### config.mk
export PLATFORM = sky130hd
export DESIGN_NAME = control_unit_flat
export DESIGN_NICKNAME = d
export VERILOG_FILES = /design/src/rtl/up_ctrl_pkg.sv /design/src/rtl/control_unit_if.sv /design/src/rtl/io_watchdog.sv /design/src/rtl/control_unit.sv /design/src/flat_wrapper.sv
export SDC_FILE = /design/constraint.sdc
export NUM_CORES = 1
export LEC_CHECK = 0
export BUFFER_PORTS_ARGS = -buffer_cell sky130_fd_sc_hd__buf_2
export CAP_MARGIN = 10
export CORE_MARGIN = 2
export CORE_UTILIZATION = 49
export DETAILED_ROUTE_END_ITERATION = 7
export MAX_ROUTING_LAYER = met4
export PLACE_DENSITY = 0.84
export SETUP_SLACK_MARGIN = 0.1
export SLEW_MARGIN = 20
export SYNTH_ARGS = -nofsm -noshare
export SYNTH_HDL_FRONTEND = slang
export SYNTH_SLANG_ARGS = --single-unit
### constraint.sdc
create_clock -name clk -period 1.8 [get_ports clk]
set_clock_uncertainty 0.1 [all_clocks]
set_input_delay 0.09 -clock clk [delete_from_list [all_inputs] [get_ports clk]]
set_output_delay 0.09 -clock clk [all_outputs]
set_load 0.05 [all_outputs]
### src/rtl/up_ctrl_pkg.sv
// Shared types and encodings for the UP multicycle controller.
package up_ctrl_pkg;

  typedef enum logic [3:0] {
    S_RESET   = 4'd0,
    S_FETCH   = 4'd1,
    S_DECODE  = 4'd2,
    S_RD_A    = 4'd3,
    S_RD_B    = 4'd4,
    S_WR      = 4'd5,
    S_FLAG    = 4'd6,
    S_BR      = 4'd7,
    S_IO_RD   = 4'd8,
    S_IO_WR   = 4'd9,
    S_SP_INC  = 4'd10,
    S_POP_RD  = 4'd11,
    S_PUSH_WR = 4'd12,
    S_HALT    = 4'd13
  } state_t;

  localparam logic [1:0] CLS_MOV = 2'b00;
  localparam logic [1:0] CLS_ADD = 2'b01;
  localparam logic [1:0] CLS_CMP = 2'b10;
  localparam logic [1:0] CLS_GRP = 2'b11;

  localparam logic [1:0] SUB_BEQ  = 2'b00;
  localparam logic [1:0] SUB_IN   = 2'b01;
  localparam logic [1:0] SUB_OUT  = 2'b10;
  localparam logic [1:0] SUB_MISC = 2'b11;

  localparam logic [1:0] MISC_PUSH = 2'b00;
  localparam logic [1:0] MISC_POP  = 2'b01;
  localparam logic [1:0] MISC_HALT = 2'b10;
  localparam logic [1:0] MISC_NOP  = 2'b11;

  localparam logic [5:0] OP_PUSH = {CLS_GRP, SUB_MISC, MISC_PUSH};

  localparam logic [1:0] MX_PC  = 2'b00;
  localparam logic [1:0] MX_SP  = 2'b01;
  localparam logic [1:0] MX_SRC = 2'b10;
  localparam logic [1:0] MX_DST = 2'b11;

  localparam logic [1:0] ALU_PASS_A = 2'b00;
  localparam logic [1:0] ALU_ADD    = 2'b01;
  localparam logic [1:0] ALU_SUB    = 2'b10;
  localparam logic [1:0] ALU_PASS_B = 2'b11;

  // sp_w = {direction, enable}
  localparam logic [1:0] SP_HOLD = 2'b00;
  localparam logic [1:0] SP_DEC  = 2'b01;
  localparam logic [1:0] SP_INC  = 2'b11;

endpackage

### src/rtl/control_unit_if.sv
// Controller <-> datapath/peripheral signal bundle.
interface control_unit_if;
  logic [5:0] cop;
  logic       fz;
  logic       io_ack;
  logic       mx1, mx0;
  logic       alu_op1, alu_op0;
  logic       le, pc_w, ir_w, a_w, b_w, fz_w, mx_memio;
  logic [1:0] sp_w;
  logic       io_rd, io_wr;
  logic       halted;
  logic       io_err;

  modport master (
    input  cop, fz, io_ack,
    output mx1, mx0, alu_op1, alu_op0, le, pc_w, ir_w, a_w, b_w, fz_w,
           mx_memio, sp_w, io_rd, io_wr, halted, io_err
  );

  modport slave (
    output cop, fz, io_ack,
    input  mx1, mx0, alu_op1, alu_op0, le, pc_w, ir_w, a_w, b_w, fz_w,
           mx_memio, sp_w, io_rd, io_wr, halted, io_err
  );
endinterface

### src/rtl/io_watchdog.sv
// I/O wait counter for the controller; only instantiated when UC_IO_TIMEOUT_EN is defined.
module io_watchdog #(
  parameter int LIMIT = 255
) (
  input  logic clk,
  input  logic reset,
  input  logic active,
  input  logic ack,
  output logic timeout,
  output logic err
);
  // Count is 0 in the first I/O cycle, so the LIMIT-th waiting cycle is the abort cycle.
  localparam logic [15:0] LAST = 16'(LIMIT - 1);

  logic [15:0] count_reg;
  logic        err_reg;

  assign timeout = active && (count_reg == LAST);
  assign err     = err_reg;

  always_ff @(posedge clk or negedge reset) begin
    if (!reset) begin
      count_reg <= '0;
      err_reg   <= 1'b0;
    end else begin
      count_reg <= active ? count_reg + 16'd1 : 16'd0;
      err_reg   <= timeout && !ack;
    end
  end
endmodule

### src/rtl/control_unit.sv
// Multicycle fetch/decode/execute controller for the UP datapath with I/O handshake.
// Optional I/O timeout abort is enabled by defining UC_IO_TIMEOUT_EN.
module control_unit
  import up_ctrl_pkg::*;
#(
  parameter int IO_TIMEOUT = 255
) (
  input logic            clk,
  input logic            reset,
  control_unit_if.master bus
);

  if (IO_TIMEOUT < 1 || IO_TIMEOUT > 65535) begin : g_bad_io_timeout
    $error("IO_TIMEOUT must be in 1..65535");
  end

  state_t     state_reg, state_next;
  logic [1:0] mx, alu, sp_w;
  logic       le, pc_w, ir_w, a_w, b_w, fz_w, mx_memio;
  logic       io_rd, io_wr, halted;
  logic       io_timeout;
  logic [1:0] cls, sub, misc;

  assign cls  = bus.cop[5:4];
  assign sub  = bus.cop[3:2];
  assign misc = bus.cop[1:0];

`ifdef UC_IO_TIMEOUT_EN
  logic io_active;
  assign io_active = (state_reg == S_IO_RD) || (state_reg == S_IO_WR);

  io_watchdog #(.LIMIT(IO_TIMEOUT)) u_io_watchdog (
    .clk     (clk),
    .reset   (reset),
    .active  (io_active),
    .ack     (bus.io_ack),
    .timeout (io_timeout),
    .err     (bus.io_err)
  );
`else
  assign io_timeout = 1'b0;
  assign bus.io_err = 1'b0;
`endif

  always_ff @(posedge clk or negedge reset) begin
    if (!reset) state_reg <= S_RESET;
    else        state_reg <= state_next;
  end

  always_comb begin
    state_next = state_reg;
    mx         = MX_PC;
    alu        = ALU_PASS_A;
    sp_w       = SP_HOLD;
    le         = 1'b0;
    pc_w       = 1'b0;
    ir_w       = 1'b0;
    a_w        = 1'b0;
    b_w        = 1'b0;
    fz_w       = 1'b0;
    mx_memio   = 1'b0;
    io_rd      = 1'b0;
    io_wr      = 1'b0;
    halted     = 1'b0;

    case (state_reg)
      S_RESET: state_next = S_FETCH;

      S_FETCH: begin
        mx         = MX_PC;
        ir_w       = 1'b1;
        pc_w       = 1'b1;
        state_next = S_DECODE;
      end

      S_DECODE: begin
        if (cls != CLS_GRP) begin
          state_next = S_RD_A;
        end else begin
          case (sub)
            SUB_BEQ: state_next = S_BR;
            SUB_IN:  state_next = S_IO_RD;
            SUB_OUT: state_next = S_IO_WR;
            default: begin
              case (misc)
                MISC_PUSH: state_next = S_RD_A;
                MISC_POP:  state_next = S_SP_INC;
                MISC_HALT: state_next = S_HALT;
                default:   state_next = S_FETCH;
              endcase
            end
          endcase
        end
      end

      S_RD_A: begin
        a_w = 1'b1;
        mx  = (bus.cop == OP_PUSH) ? MX_DST : MX_SRC;
        if (cls == CLS_MOV)                       state_next = S_WR;
        else if (cls == CLS_ADD || cls == CLS_CMP) state_next = S_RD_B;
        else if (bus.cop == OP_PUSH)               state_next = S_PUSH_WR;
        else                                       state_next = S_FETCH;
      end

      S_RD_B: begin
        mx         = MX_DST;
        b_w        = 1'b1;
        state_next = (cls == CLS_ADD) ? S_WR : S_FLAG;
      end

      // Shared by MOV, ADD and POP; only ADD updates the flag.
      S_WR: begin
        mx = MX_DST;
        le = 1'b1;
        if (cls == CLS_ADD) begin
          alu  = ALU_ADD;
          fz_w = 1'b1;
        end
        state_next = S_FETCH;
      end

      S_FLAG: begin
        alu        = ALU_SUB;
        fz_w       = 1'b1;
        state_next = S_FETCH;
      end

      S_BR: begin
        if (bus.fz) begin
          mx         = MX_DST;
          ir_w       = 1'b1;
          pc_w       = 1'b1;
          state_next = S_DECODE;
        end else begin
          state_next = S_FETCH;
        end
      end

      S_IO_RD: begin
        mx       = MX_DST;
        mx_memio = 1'b1;
        io_rd    = 1'b1;
        le       = bus.io_ack;
        if (bus.io_ack || io_timeout) state_next = S_FETCH;
      end

      S_IO_WR: begin
        mx    = MX_DST;
        io_wr = 1'b1;
        if (bus.io_ack || io_timeout) state_next = S_FETCH;
      end

      S_PUSH_WR: begin
        mx         = MX_SP;
        alu        = ALU_PASS_A;
        le         = 1'b1;
        sp_w       = SP_DEC;
        state_next = S_FETCH;
      end

      S_SP_INC: begin
        sp_w       = SP_INC;
        state_next = S_POP_RD;
      end

      S_POP_RD: begin
        mx         = MX_SP;
        a_w        = 1'b1;
        state_next = S_WR;
      end

      S_HALT: halted = 1'b1;

      default: state_next = S_RESET;
    endcase
  end

  assign bus.mx1      = mx[1];
  assign bus.mx0      = mx[0];
  assign bus.alu_op1  = alu[1];
  assign bus.alu_op0  = alu[0];
  assign bus.le       = le;
  assign bus.pc_w     = pc_w;
  assign bus.ir_w     = ir_w;
  assign bus.a_w      = a_w;
  assign bus.b_w      = b_w;
  assign bus.fz_w     = fz_w;
  assign bus.mx_memio = mx_memio;
  assign bus.sp_w     = sp_w;
  assign bus.io_rd    = io_rd;
  assign bus.io_wr    = io_wr;
  assign bus.halted   = halted;

endmodule

### src/flat_wrapper.sv
// flat-port wrapper written by rule: the top's interface ports become plain ports
module control_unit_flat import up_ctrl_pkg::*;
#(
  parameter int IO_TIMEOUT = 255
)
  (clk, reset, bus_cop, bus_fz, bus_io_ack, bus_mx1, bus_mx0, bus_alu_op1, bus_alu_op0, bus_le, bus_pc_w, bus_ir_w, bus_a_w, bus_b_w, bus_fz_w, bus_mx_memio, bus_sp_w, bus_io_rd, bus_io_wr, bus_halted, bus_io_err);
  control_unit_if bus_i ();
  input logic clk;
  input logic reset;
  input wire logic [$bits(bus_i.cop)-1:0] bus_cop;
  input wire logic [$bits(bus_i.fz)-1:0] bus_fz;
  input wire logic [$bits(bus_i.io_ack)-1:0] bus_io_ack;
  output wire logic [$bits(bus_i.mx1)-1:0] bus_mx1;
  output wire logic [$bits(bus_i.mx0)-1:0] bus_mx0;
  output wire logic [$bits(bus_i.alu_op1)-1:0] bus_alu_op1;
  output wire logic [$bits(bus_i.alu_op0)-1:0] bus_alu_op0;
  output wire logic [$bits(bus_i.le)-1:0] bus_le;
  output wire logic [$bits(bus_i.pc_w)-1:0] bus_pc_w;
  output wire logic [$bits(bus_i.ir_w)-1:0] bus_ir_w;
  output wire logic [$bits(bus_i.a_w)-1:0] bus_a_w;
  output wire logic [$bits(bus_i.b_w)-1:0] bus_b_w;
  output wire logic [$bits(bus_i.fz_w)-1:0] bus_fz_w;
  output wire logic [$bits(bus_i.mx_memio)-1:0] bus_mx_memio;
  output wire logic [$bits(bus_i.sp_w)-1:0] bus_sp_w;
  output wire logic [$bits(bus_i.io_rd)-1:0] bus_io_rd;
  output wire logic [$bits(bus_i.io_wr)-1:0] bus_io_wr;
  output wire logic [$bits(bus_i.halted)-1:0] bus_halted;
  output wire logic [$bits(bus_i.io_err)-1:0] bus_io_err;
  assign bus_i.cop = bus_cop;
  assign bus_i.fz = bus_fz;
  assign bus_i.io_ack = bus_io_ack;
  assign bus_mx1 = bus_i.mx1;
  assign bus_mx0 = bus_i.mx0;
  assign bus_alu_op1 = bus_i.alu_op1;
  assign bus_alu_op0 = bus_i.alu_op0;
  assign bus_le = bus_i.le;
  assign bus_pc_w = bus_i.pc_w;
  assign bus_ir_w = bus_i.ir_w;
  assign bus_a_w = bus_i.a_w;
  assign bus_b_w = bus_i.b_w;
  assign bus_fz_w = bus_i.fz_w;
  assign bus_mx_memio = bus_i.mx_memio;
  assign bus_sp_w = bus_i.sp_w;
  assign bus_io_rd = bus_i.io_rd;
  assign bus_io_wr = bus_i.io_wr;
  assign bus_halted = bus_i.halted;
  assign bus_io_err = bus_i.io_err;
  control_unit #(.IO_TIMEOUT(IO_TIMEOUT)) u_core (.clk(clk), .reset(reset), .bus(bus_i));
endmodule
# --- Word-level counts from Yosys, hierarchy flattened ---
# Cells that the tools add are included.
# W data, S select, Z words.
totals:
  reg_bits: 4
  output_inout_bits: 17
  inputBits: 10
  wordCells: 62
classes:
  n_mux: 26
  n_bitwise: 1
  n_reduce_logical: 12
  eq_ne: 22
ops:
  columns: ["cell", "n"]
  rows:
  - ["$pmux W4 S10", 1]
  - ["$eq A4 B4 Y1 const B", 6]
  - ["$pmux W4 S3", 2]
  - ["$mux W4", 5]
  - ["$eq A4 B3 Y1 const B", 4]
  - ["$mux W1", 9]
  - ["$eq A4 B2 Y1 const B", 2]
  - ["$pmux W2 S2", 2]
  - ["$pmux W2 S4", 1]
  - ["$reduce_or A2 Y1", 4]
  - ["$reduce_or A4 Y1", 2]
  - ["$eq A2 B1 Y1 const B", 3]
  - ["$eq A2 B2 Y1 const B", 3]
  - ["$eq A6 B6 Y1 const B", 1]
  - ["$logic_not A2 Y1", 3]
  - ["$mux W2", 3]
  - ["$pmux W1 S2", 3]
  - ["$eq A4 B1 Y1 const B", 1]
  - ["$logic_not A4 Y1", 1]
  - ["$ne A2 B1 Y1 const B", 1]
  - ["$ne A2 B2 Y1 const B", 1]
  - ["$reduce_and A2 Y1", 1]
  - ["$logic_or A1 B1 Y1", 1]
  - ["$not A1 Y1", 1]

# --- Logic depth before layout (Yosys ltp) ---
depth:
  depth_word: 5
  mapped_depth: 6
  ltp_nobuf: 6

# --- Worst setup path after synthesis ---
# OpenSTA, ideal clock, no wires.
synth_timing:
  kind: "reg-to-output"
  startpoint: "register u_core.state_reg[1]"
  endpoint: "output bus_mx1"
  arrival_ns: 2.243
  setup_slack_ns: -0.633
  n_path_buf: 2
  required_time_ns: 1.610
  stages_incl_launch_ff: 7
  path_cell_list: "dfrtp_1 buf_4 buf_6 nand2_1 nor2_1 a211oi_1 a21oi_1"
synth_between:
  elab_chain_cells: 3
  elab_cells_between_ends: 11
  cone_classes: "8 x eq/ne; 1 x mux; 2 x reduce/logical"
synth_rtl:
  columns: ["item", "line_no", "rtl"]
  rows:
  - ["start, declared", "control_unit.sv:17", "state_t state_reg, state_next;"]
  - ["start signal, assigned", "control_unit.sv:47", "else state_reg <= state_next;"]
  - ["$eq A4 B3 Y1 / $eq A4 B4 Y1 (equally long branches)", "control_unit.sv:66", "case (state_reg)"]
  - ["$reduce_or A4 Y1 (no source line) / $reduce_or A2 Y1 (equally long branches)", null, null]
  - ["$pmux W2 S4 *", "control_unit.sv:66", null]
  - ["end, declared", "flat_wrapper.sv:13", "output wire logic [$bits(bus_i.mx1)-1:0] bus_mx1;"]
# Mark *: on every way between the ends. The rest lies on a longest branch, timed or not.

# --- Worst setup path after layout ---
layout_timing:
  startpoint: "register u_core.state_reg[3]"
  endpoint: "output bus_fz_w"
layout_between:
  elab_chain_cells: 2
  elab_cells_between_ends: 3
  cone_classes: "2 x eq/ne; 1 x mux"
layout_rtl:
  columns: ["item", "line_no", "rtl"]
  rows:
  - ["$eq A4 B3 Y1", "control_unit.sv:66", null]
  - ["$pmux W1 S2 *", "control_unit.sv:66", null]
  - ["end, declared", "flat_wrapper.sv:22", "output wire logic [$bits(bus_i.fz_w)-1:0] bus_fz_w;"]
# Marked as above.

==> results.md <==
* Share of cells above drive strength 1 at 0.412
* Number of synthesized flops with an enable pin at 0
* # rows at 14
* Power Density at 1620 mW/mm^2
* Clock Sink Count at 4
* Htree depth at 1
* Die area at 0.00189 mm^2
* Period minus WS final at 1670 ps
* Startpoint Class: flop
* Final Max Tran Viols at 0
* Synth warn at 0
* Crit end category: output pin
* Initial antenna violation count at 0
* Drt first pass iters at 4
* FFs w/ async S/R, synth at 1.00
* Setup CP Type: reg -> out
* TritonCTS clock tree: built
* Largest register FFs at 4
* Leading area contributor after synthesis: ha_1
* Netlist cell types at 38
* Hold/Removal Path Class: in -> async
* Clk buf depth at 2
* Top post-synthesis cells by area: ha_1 16%, dfrtp_1 13%, buf_4 7.9%, nor2_1 6.4%, nand2_1 5.4%
* Leak pwr at 0.531 nW
* Crit path required time at 1610 ps
* Cells after Synth at 107
* Routed vias at 894
* Clock group share of total power at 0.074
* Iteration-0 DRC Markers at 37
* Syn-to-layout area delta at 33.2%
* DR DRC count at 0
* Multi-input gate area in the final layout at 608 um^2
* GRT Resource Usage Total at 0.222
* Diode count at 0
* Congestion Overflow GR at 0
* Fin area at 0.00102 mm^2
* Clock transition at path regs at 40 ps
* Sw Ratio at 0.578
* Nets at 158
* Dominant synthesized flop cell: dfrtp_1
* Global-route wire length before repair at 3.09 mm
* Syn nets at 127
* Sequential element share of the synthesized area at 0.131
* Power, Total at 1.65 mW
* CP max FO at 16
* Final setup viols at 0
* Final worst-path cycle share at 0.927
* Post-DRT Antenna Nets at 0
* Clock insertion delay at the later pin of the skew report at 250 ps
* Root Buffer: clkbuf_4
* Comb power frac at 0.790
* Post-DP HPWL at 1.39 mm
* Post-Syn Area at 764 um^2
* DIE WIDTH at 43.5 um
* Seq pwr share at 0.136
* Wire per inst at 13.2 um
* Post-synth top area share at 0.164
* Unrepaired setup endpoints after global routing: yes
* Post-DP Area at 910 um^2
* Flops & latches, synth at 4
* Hold Vio Cnt, Final at 0
* Maximum VDD drop at 1.12 mV
* Storage element area at 105 um^2
* Fillers at 121
* Vias per cell at 5.88
* Pint at 0.694 mW
* Ports at 27
* Gpl congestion at 0.865
* Die Ht at 43.5 um
* Vias in the first global route at 768
* Psw at 0.951 mW
* Status: finished, final reports clean
* CTS Buf Count at 3
* FMAX at 599 MHz
* Routed wire length at 2.01 mm
* Critical path data arrival time at 1480 ps
* Starting density of the core at 0.513
* Core area at 0.00149 mm^2
* Largest net degree at the start of global routing at 18
* Port Buf Inserts at 25
* Max-cap violations at 0
* Avg Cell Area, Syn at 7.14 um^2
metrics by stage:
step,worst slack [ps],utilization,hold slack (ps),instances,setup TNS (ps)
final,131,0.684,75.9,152,0
after global routing,81.2,0.684,92.9,152,0
after CTS,103,0.648,80.4,149,0
after detailed placement,221,0.611,-196,143,0
after global placement,263,0.611,-197,143,0
after floorplan,-110,-,-306,107,-214
worst max-delay path, stage by stage (launching register included):
cell	delay, ps
dfrtp_2	520
nor2_1	110
and3_1	190
or2_4	220
buf_4	180
cell type report:
type | instances | share of cell area
Tap cell | 16 | 0.0197
Timing Repair Buffer | 36 | 0.222
Clock buffer | 3 | 0.0221
Inverter | 9 | 0.0356
Multi-Input combinational cell | 84 | 0.597
Sequential cell | 4 | 0.103
cells in the final DEF, fill, tap and decap left out, drive strengths merged, types with 4 or more instances in the layout:
cell / count
buf: 32
nor2: 13
nand2: 11
ha: 10
inv: 9
clkbuf: 6
and3: 4
nand3: 4
dfrtp: 4
a21oi: 4
layer usage:
layer,routed length (um),track usage,vias up
li1,-,-,430
met1,850,0.260,405
met2,937,0.340,53
met3,174,0.0667,6
met4,51,0.115,0
met5,0,-,-
synthesized netlist by cell type (2+ instances only):
library cell	n
a21oi_1	4
a31oi_1	2
and2b_1	2
and3_1	4
buf_4	8
dfrtp_1	4
ha_1	10
inv_1	9
nand2_1	11
nand2b_1	3
nand3_1	4
nor2_1	13
nor2b_1	2
nor3_1	3
o21a_1	2
o21ai_0	2
o22ai_1	2
o31ai_1	2
path summary, 6_finish.rpt:
check | startpoint | slack (ps) | to | cells after the start
worst max-delay path | u_core.state_reg[3]$_DFFE_PN0P_ | 130 | bus_fz_w | 4
worst min-delay path | reset | 80 | u_core.state_reg[0]$_DFFE_PN0P_ | 2
worst max register to register | u_core.state_reg[1]$_DFFE_PN0P_ | 310 | u_core.state_reg[0]$_DFFE_PN0P_ | 5
worst min register to register | u_core.state_reg[3]$_DFFE_PN0P_ | 550 | u_core.state_reg[0]$_DFFE_PN0P_ | 1
max in group asynchronous | reset | 1380 | u_core.state_reg[1]$_DFFE_PN0P_ | 2
min in group clk | bus_io_ack | 130 | u_core.state_reg[0]$_DFFE_PN0P_ | 3
logic make-up after synthesis:
family,after synthesis,synth area share
and+or+nand+nor,47,0.303
muxes,2,0.0327
other,1,0.00491
buffers and inverters,19,0.144
adders and majority gates,10,0.164
AOI/OAI and AO/OA,24,0.221
DFF,4,0.131
what timing repair did:
item,in CTS,in global routing
setup buffers,2,3
gates resized for setup,6,15
endpoints found under the setup margin,9,7
hold buffers,1,0
hold endpoints to repair,4,0
power groups by stage:
stage | Combinational [mW] | Clock (mW) | Sequential [mW]
after floorplan | 1.02 | 0 | 0.151
after CTS | 1.13 | 0.123 | 0.245
after global routing | 1.38 | 0.128 | 0.229
final | 1.30 | 0.121 | 0.224
after global placement | 1.06 | 0 | 0.237
after detailed placement | 1.07 | 0 | 0.242
Note: power is estimated with default switching activity, not from simulation.
